<file path="config.mk">
export PLATFORM = sky130hd
export DESIGN_NAME = keccak_msg_feeder_flat
export DESIGN_NICKNAME = d
export VERILOG_FILES = /design/src/rtl/keccak_msg_feeder_pkg.sv /design/src/rtl/keccak_msg_feeder_if.sv /design/src/rtl/keccak_word_assembler.sv /design/src/rtl/keccak_msg_feeder.sv /design/src/flat_wrapper.sv
export SDC_FILE = /design/constraint.sdc
export NUM_CORES = 1
export LEC_CHECK = 0
export BUFFER_PORTS_ARGS = -buffer_cell sky130_fd_sc_hd__buf_2
export CORE_ASPECT_RATIO = 0.9
export CORE_UTILIZATION = 58
export CTS_BUF_LIST = sky130_fd_sc_hd__clkbuf_8
export CTS_CLUSTER_SIZE = 40
export DETAILED_ROUTE_END_ITERATION = 10
export GPL_TIMING_DRIVEN = 0
export PLACE_DENSITY = 0.82
export SLEW_MARGIN = 10
export SYNTH_ARGS = -nofsm -noshare
export SYNTH_HDL_FRONTEND = slang
export SYNTH_SLANG_ARGS = --single-unit
</file>
<file path="constraint.sdc">
create_clock -name clk -period 2.6 [get_ports clk]
set_input_delay 0.13 -clock clk [delete_from_list [all_inputs] [get_ports clk]]
set_output_delay 0.13 -clock clk [all_outputs]
set_load 0.01 [all_outputs]
</file>
<file path="src/rtl/keccak_msg_feeder_pkg.sv">
// Shared types and widths for the keccak message feeder.
// State encoding and word geometry used by the feeder top and the byte assembler.
package keccak_feed_pkg;

  localparam int WORD_W         = 32;
  localparam int BYTES_PER_WORD = 4;
  localparam int BYTE_NUM_W     = 2;

  typedef enum logic [2:0] {
    CRST,
    COLLECT,
    EXTRA,
    DRAIN,
    WAIT
  } feed_state_t;

endpackage

</file>
<file path="src/rtl/keccak_msg_feeder_if.sv">
// Byte-stream input and keccak core word interface of the message feeder.
// Byte side: a byte moves when s_valid && s_ready. Word side: a word moves when
// k_in_ready && !k_buffer_full; k_in/k_is_last/k_byte_num hold until then.
interface keccak_msg_feeder_if;
  import keccak_feed_pkg::*;

  logic [7:0]            s_byte;
  logic                  s_valid;
  logic                  s_last;
  logic                  s_ready;
  logic [WORD_W-1:0]     k_in;
  logic                  k_in_ready;
  logic                  k_is_last;
  logic [BYTE_NUM_W-1:0] k_byte_num;
  logic                  k_buffer_full;
  logic                  k_out_ready;
  logic                  k_reset;

  modport master (
    input  s_byte, s_valid, s_last, k_buffer_full, k_out_ready,
    output s_ready, k_in, k_in_ready, k_is_last, k_byte_num, k_reset
  );

  modport slave (
    output s_byte, s_valid, s_last, k_buffer_full, k_out_ready,
    input  s_ready, k_in, k_in_ready, k_is_last, k_byte_num, k_reset
  );

endinterface

</file>
<file path="src/rtl/keccak_word_assembler.sv">
// Collects up to three bytes and presents them, together with the incoming
// byte, as an MSB-first left-aligned word.
module keccak_word_assembler
  import keccak_feed_pkg::*;
(
  input  logic              clk,
  input  logic              reset_n,
  input  logic              clear,
  input  logic              push,
  input  logic              flush,
  input  logic [7:0]        byte_in,
  output logic [WORD_W-1:0] word,
  output logic [2:0]        nbytes,
  output logic              word_done,
  output logic [1:0]        cnt
);

  logic [23:0] asm_q;
  logic [1:0]  cnt_q;

  assign word_done = push && (cnt_q == 2'(BYTES_PER_WORD - 1));
  assign nbytes    = {1'b0, cnt_q} + 3'd1;
  assign cnt       = cnt_q;

  // A full word or the message's last byte empties the assembler.
  always_ff @(posedge clk or negedge reset_n) begin
    if (!reset_n) begin
      asm_q <= '0;
      cnt_q <= '0;
    end else if (clear) begin
      asm_q <= '0;
      cnt_q <= '0;
    end else if (push) begin
      if (word_done || flush) begin
        asm_q <= '0;
        cnt_q <= '0;
      end else begin
        asm_q <= {asm_q[15:0], byte_in};
        cnt_q <= cnt_q + 2'd1;
      end
    end
  end

  always_comb begin
    word = '0;
    case (cnt_q)
      2'd0:    word = {byte_in, 24'h0};
      2'd1:    word = {asm_q[7:0], byte_in, 16'h0};
      2'd2:    word = {asm_q[15:0], byte_in, 8'h0};
      default: word = {asm_q, byte_in};
    endcase
  end

endmodule

</file>
<file path="src/rtl/keccak_msg_feeder.sv">
// Streams message bytes into the keccak core as 32-bit words, resetting the
// core before each message and waiting for its digest.
module keccak_msg_feeder
  import keccak_feed_pkg::*;
#(
  parameter int RESET_CYCLES = 1,
  parameter int LEN_W        = 16
) (
  input  logic                clk,
  input  logic                reset_n,
  keccak_msg_feeder_if.master bus,
  output logic                busy,
  output logic                msg_done,
  output logic [LEN_W-1:0]    msg_len,
  output feed_state_t         dbg_state
);

  localparam logic [3:0]       RST_LAST = 4'(RESET_CYCLES - 1);
  localparam logic [LEN_W-1:0] LEN_MAX  = '1;

  feed_state_t           state_q, state_d;
  logic [3:0]            rst_cnt_q, rst_cnt_d;
  logic                  out_valid_q, out_valid_d;
  logic [WORD_W-1:0]     out_word_q, out_word_d;
  logic                  out_last_q, out_last_d;
  logic [BYTE_NUM_W-1:0] out_bnum_q, out_bnum_d;
  logic [LEN_W-1:0]      msg_len_q, msg_len_d;
  logic                  alive_q;
  logic                  done;

  logic                  word_acc, s_rdy, byte_acc;
  logic [WORD_W-1:0]     asm_word;
  logic [2:0]            asm_nbytes;
  logic                  asm_done;
  logic [1:0]            asm_cnt;

  assign word_acc = out_valid_q && !bus.k_buffer_full;
  assign s_rdy    = (state_q == COLLECT) && (!out_valid_q || word_acc);
  assign byte_acc = bus.s_valid && s_rdy;

  keccak_word_assembler u_asm (
    .clk       (clk),
    .reset_n   (reset_n),
    .clear     (state_q == CRST),
    .push      (byte_acc),
    .flush     (bus.s_last),
    .byte_in   (bus.s_byte),
    .word      (asm_word),
    .nbytes    (asm_nbytes),
    .word_done (asm_done),
    .cnt       (asm_cnt)
  );

  always_ff @(posedge clk or negedge reset_n) begin
    if (!reset_n) begin
      state_q     <= CRST;
      rst_cnt_q   <= '0;
      out_valid_q <= 1'b0;
      out_word_q  <= '0;
      out_last_q  <= 1'b0;
      out_bnum_q  <= '0;
      msg_len_q   <= '0;
      alive_q     <= 1'b0;
    end else begin
      state_q     <= state_d;
      rst_cnt_q   <= rst_cnt_d;
      out_valid_q <= out_valid_d;
      out_word_q  <= out_word_d;
      out_last_q  <= out_last_d;
      out_bnum_q  <= out_bnum_d;
      msg_len_q   <= msg_len_d;
      alive_q     <= 1'b1;
    end
  end

  always_comb begin
    state_d     = state_q;
    rst_cnt_d   = rst_cnt_q;
    out_valid_d = out_valid_q && !word_acc;
    out_word_d  = out_word_q;
    out_last_d  = out_last_q;
    out_bnum_d  = out_bnum_q;
    msg_len_d   = msg_len_q;
    done        = 1'b0;
    case (state_q)
      CRST: begin
        out_valid_d = 1'b0;
        out_word_d  = '0;
        out_last_d  = 1'b0;
        out_bnum_d  = '0;
        msg_len_d   = '0;
        if (rst_cnt_q == RST_LAST) begin
          rst_cnt_d = '0;
          state_d   = COLLECT;
        end else begin
          rst_cnt_d = rst_cnt_q + 4'd1;
        end
      end
      COLLECT: begin
        if (byte_acc) begin
          if (msg_len_q != LEN_MAX) msg_len_d = msg_len_q + LEN_W'(1);
          // A last byte that fills the word still needs a zero-length final word.
          if (bus.s_last) begin
            out_valid_d = 1'b1;
            out_word_d  = asm_word;
            out_last_d  = !asm_nbytes[2];
            out_bnum_d  = asm_nbytes[2] ? '0 : asm_nbytes[1:0];
            state_d     = asm_nbytes[2] ? EXTRA : DRAIN;
          end else if (asm_done) begin
            out_valid_d = 1'b1;
            out_word_d  = asm_word;
            out_last_d  = 1'b0;
            out_bnum_d  = '0;
          end
        end
      end
      EXTRA: begin
        if (!out_valid_q || word_acc) begin
          out_valid_d = 1'b1;
          out_word_d  = '0;
          out_last_d  = 1'b1;
          out_bnum_d  = '0;
          state_d     = DRAIN;
        end
      end
      DRAIN: begin
        if (word_acc) state_d = WAIT;
      end
      WAIT: begin
        if (bus.k_out_ready) begin
          done      = 1'b1;
          msg_len_d = '0;
          state_d   = CRST;
        end
      end
      default: state_d = CRST;
    endcase
  end

  assign bus.s_ready    = s_rdy;
  assign bus.k_in       = out_word_q;
  assign bus.k_in_ready = out_valid_q;
  assign bus.k_is_last  = out_last_q;
  assign bus.k_byte_num = out_bnum_q;
  assign bus.k_reset    = (state_q == CRST);

  assign msg_done  = done;
  assign msg_len   = msg_len_q;
  assign dbg_state = state_q;
  // alive_q keeps busy low while reset_n is asserted even though the state is CRST.
  assign busy      = alive_q && !((state_q == COLLECT) && (asm_cnt == 2'd0) && (msg_len_q == '0));

endmodule

</file>
<file path="src/flat_wrapper.sv">
// flat-port wrapper written by rule: the top's interface ports become plain ports
module keccak_msg_feeder_flat import keccak_feed_pkg::*;
#(
  parameter int RESET_CYCLES = 1,
  parameter int LEN_W        = 16
)
  (clk, reset_n, busy, msg_done, msg_len, dbg_state, bus_s_byte, bus_s_valid, bus_s_last, bus_k_buffer_full, bus_k_out_ready, bus_s_ready, bus_k_in, bus_k_in_ready, bus_k_is_last, bus_k_byte_num, bus_k_reset);
  keccak_msg_feeder_if bus_i ();
  input  logic clk;
  input  logic reset_n;
  output logic busy;
  output logic msg_done;
  output logic [LEN_W-1:0] msg_len;
  output feed_state_t dbg_state;
  input wire logic [$bits(bus_i.s_byte)-1:0] bus_s_byte;
  input wire logic [$bits(bus_i.s_valid)-1:0] bus_s_valid;
  input wire logic [$bits(bus_i.s_last)-1:0] bus_s_last;
  input wire logic [$bits(bus_i.k_buffer_full)-1:0] bus_k_buffer_full;
  input wire logic [$bits(bus_i.k_out_ready)-1:0] bus_k_out_ready;
  output wire logic [$bits(bus_i.s_ready)-1:0] bus_s_ready;
  output wire logic [$bits(bus_i.k_in)-1:0] bus_k_in;
  output wire logic [$bits(bus_i.k_in_ready)-1:0] bus_k_in_ready;
  output wire logic [$bits(bus_i.k_is_last)-1:0] bus_k_is_last;
  output wire logic [$bits(bus_i.k_byte_num)-1:0] bus_k_byte_num;
  output wire logic [$bits(bus_i.k_reset)-1:0] bus_k_reset;
  assign bus_i.s_byte = bus_s_byte;
  assign bus_i.s_valid = bus_s_valid;
  assign bus_i.s_last = bus_s_last;
  assign bus_i.k_buffer_full = bus_k_buffer_full;
  assign bus_i.k_out_ready = bus_k_out_ready;
  assign bus_s_ready = bus_i.s_ready;
  assign bus_k_in = bus_i.k_in;
  assign bus_k_in_ready = bus_i.k_in_ready;
  assign bus_k_is_last = bus_i.k_is_last;
  assign bus_k_byte_num = bus_i.k_byte_num;
  assign bus_k_reset = bus_i.k_reset;
  keccak_msg_feeder #(.RESET_CYCLES(RESET_CYCLES), .LEN_W(LEN_W)) u_core (.clk(clk), .reset_n(reset_n), .bus(bus_i), .busy(busy), .msg_done(msg_done), .msg_len(msg_len), .dbg_state(dbg_state));
endmodule
</file>
==> results.md <==
* Seq/Total Area, Yosys at 0.5104
* Initial DRC count at 371
* Synth area leaders: dfrtp_1 (51%), nand2_1 (6.0%), a22o_1 (5.2%)
* Clock slew seen by the registers of the worst setup and hold paths at 80 ps
* Count of final max-slew check failures at 0
* Drt drc at 0
* Cell variety after synth at 51
* Kind of end point of the critical path: flip-flop
* Share of post-route cells with drive strength above 1 at 0.1985
* #FFs+latches synth at 86
* Maximum vdd drop at 0.6178 mV
* Setup violators final at 0
* Post-synth top flop: dfrtp_1
* Nets at 546
* End of the worst hold path: u_core.bus.k_in[1]
* Die W at 91.88 um
* Initial antenna violation count at 0
* Post-synth EDFFs at 0
* YS warnings at 0
* GRT Residual Overflow at 0
* Hold Path Class: input port to flip-flop
* Worst-path fanout max at 10
* Final hold vios at 0
* First-pass GRT wire length at 18.12 mm
* Dpl ws at 8.733 ps
* # diodes at 0
* Final HPWL DP at 7.605 mm
* # fillers at 570
* Fin crit period at 2504 ps
* Leading area contributor after synthesis: dfrtp_1
* Critical Path AT at 2790 ps
* GRT Overall Usage at 0.3007
* Core area at 0.007039 mm2
* Hold path start: bus_s_byte[1]
* Worst R2R Start: u_core.dbg_state[1]
* Origin of the worst setup path: u_core.dbg_state[1]
* Synth-to-Final Area Change at 17.89%
* Initial core utilization at 0.5990
* Num Clock Sinks at 86
* Die area at 0.007616 mm2
* # port buffers at 72
* Routability congestion estimate at 0.9200
* Final design utilization at 0.7062
* Cells after synthesis at 436
* Average cell area after synthesis at 9.671 um2
* CP Class: flip-flop to flip-flop
* Reg-to-reg critical path endpoint: u_core.u_asm.asm_q[1]
* Setup TNS at 0 ps
* Crit-path max cell delay at 480 ps
* Remaining antenna violation count after routing at 0
* WHS at 74.30 ps
* Reg2reg path depth at 7
* Crit start category: flip-flop
* Fmax at 0.3994 GHz
* Total vias in the final route at 3,878
* RSZ-0062 raised after global routing: no
* CP max stage cell: dfrtp_1
* Mapped Area at 0.004217 mm2
* Max Cap Viol at 0
* Post-DR wirelength/cell at 17.52 um
* Hold path depth at 3
* Worst-path cell chain: clkbuf_1 > nor2_1 > nand2_1 > nor2_1 > nor2_1 > clkbuf_1 > a22o_1
* Asr flop ratio synth at 1.000
* Top-count cell post-synth: dfrtp_1
* Via density at 6.235
* Tot Pwr at 5.100 mW
* CTS tree: yes
* Most frequent cell on the critical path: nor2_1
* Syn_nets at 458
* Flop2flop setup slack at 100 ps
* Req. time, crit path at 2890 ps
* Number of I/O pins at 73
* CTS max path bufs at 2
* Slew margin rel. at 0.3814
* Drt total wl at 10.90 mm
* Vias in the first global route at 3,535
* Final Skew at 12.41 ps
* Worst skew pair latency at 360 ps
* Post-synth top cells: dfrtp_1 (86), nand2_1 (67), a21oi_1 (30), nor2_1 (30)
* Pre-antenna DRT Iters at 5
* Row count at 29
* CTS root buffer: clkbuf_8
* Top cell type's share of synthesized area at 0.5104
* H-tree levels at 3
* Pwr dens at 1026 mW/mm2
* Tcrit/Tclk final at 0.9631
* TritonCTS buffer count at 9
* Leak Pwr at 2.368 nW
* Largest net degree at the start of global routing at 51
* Die Height at 82.89 um
* Setup ws final at 96.04 ps
* Worst slew pin tran at 925.9 ps
* Status: complete, no violations
==> report_power, final <==
group          total [mW]  internal, mW  leakage [nW]  switching (mW)
Combinational        2.18         0.749          1.08            1.43
Sequential           1.95          1.64          1.17           0.317
Clock               0.968         0.497         0.109           0.471
Total                5.10          2.88          2.37            2.22
==> logic make-up (layout without fill, tap and decap cells) <==
kind of cell / after synthesis / count (layout) / synth area share
adders and majority gates: 8 / 8 / 0.02374
other: 1 / 1 / 0.0008894
and+or+nand+nor: 149 / 149 / 0.1721
AOI/OAI and AO/OA: 151 / 151 / 0.2451
buffers and inverters: 35 / 128 / 0.03323
xor gates and xnor gates: 1 / 1 / 0.002078
muxes: 5 / 5 / 0.01246
DFF: 86 / 86 / 0.5104
==> worst max-delay path by stage <==
| stage | end | slack, ps |
|---|---|---|
| finish | u_core.u_asm.asm_q[1] | 100 |
| global route | u_core.u_asm.asm_q[6] | 6 |
| CTS | u_core.u_asm.asm_q[7] | 150 |
| detailed placement | u_core.u_asm.asm_q[1] | 9 |
| global placement | u_core.u_asm.asm_q[18] | 70 |
| floorplan | u_core.dbg_state[0] | 590 |
==> worst max-delay path, delay by kind of cell, from the launching register on <==
family | cells | cell delay, ps
simple gates | 4 | 890
buf+inv | 2 | 850
flops | 1 | 480
compound gates | 1 | 210
==> state kept, by name (all words and copies together), names as in the netlist <==
name and flops:
u_core.alive_q 1, u_core.bus.k_byte_num 2, u_core.bus.k_in 32, u_core.bus.k_in_ready 1, u_core.bus.k_is_last 1, u_core.dbg_state 3, u_core.msg_len 16, u_core.rst_cnt_q 4
u_core.u_asm.asm_q 24, u_core.u_asm.cnt 2
==> placed cells by master (no fill, tap or decap), types with 2 or more instances in the layout <==
| master | n |
|---|---|
| a21oi_1 | 30 |
| a222oi_1 | 8 |
| a22o_1 | 25 |
| a22oi_1 | 16 |
| a31oi_1 | 6 |
| and2_1 | 2 |
| and3_1 | 5 |
| buf_2 | 72 |
| buf_4 | 4 |
| clkbuf_1 | 25 |
| clkbuf_8 | 11 |
| clkinv_2 | 2 |
| clkinv_4 | 2 |
| dfrtp_1 | 86 |
| ha_1 | 8 |
| inv_1 | 7 |
| mux2_2 | 2 |
| mux2i_1 | 3 |
| nand2_1 | 67 |
| nand2b_1 | 4 |
| nand3_1 | 8 |
| nand4_1 | 3 |
| nor2_1 | 30 |
| nor2b_1 | 3 |
| nor3_1 | 4 |
| nor3_2 | 2 |
| nor4_1 | 4 |
| o21a_1 | 6 |
| o21ai_0 | 25 |
| o21ai_1 | 5 |
| o31ai_1 | 22 |
| or3_1 | 5 |
| or4_1 | 2 |
==> per-stage QoR <==
step           cells  cell area, um2
5_1_grt          622            4971
2_1_floorplan    436            4217
4_1_cts          619            4949
3_3_place_gp     601            4693
3_5_place_dp     602            4723
6_report         622            4971
==> what timing repair did <==
| action | 4_1_cts | 5_1_grt |
|---|---|---|
| setup endpoints to repair | 9 | 17 |
| endpoints found under the hold margin | 36 | 0 |
| gates resized for setup | 1 | 0 |
| buffers inserted | 0 | 3 |
| hold buffers | 1 | 0 |
==> per-layer routing <==
| metal | GRT usage | wire length (um) | vias up |
|---|---|---|---|
| met2 | 0.4376 | 4932 | 188 |
| met1 | 0.4628 | 5089 | 1890 |
| met5 | 0 | 0 | - |
| met3 | 0.06044 | 754 | 14 |
| met4 | 0.07670 | 122 | 0 |
| li1 | - | - | 1786 |
==> area by class of cell <==
type,instances,area (um2),area share
buffer,28,113.9,0.02290
clock buffer,11,151.4,0.03046
clock inverter,5,57.56,0.01158
inverter,7,26.28,0.005286
multi-input combinational,315,1931,0.3884
sequential,86,2152,0.4329
tap,93,116.4,0.02341
timing repair buffer,77,422.9,0.08507
Power figures use the tool's default switching activity.
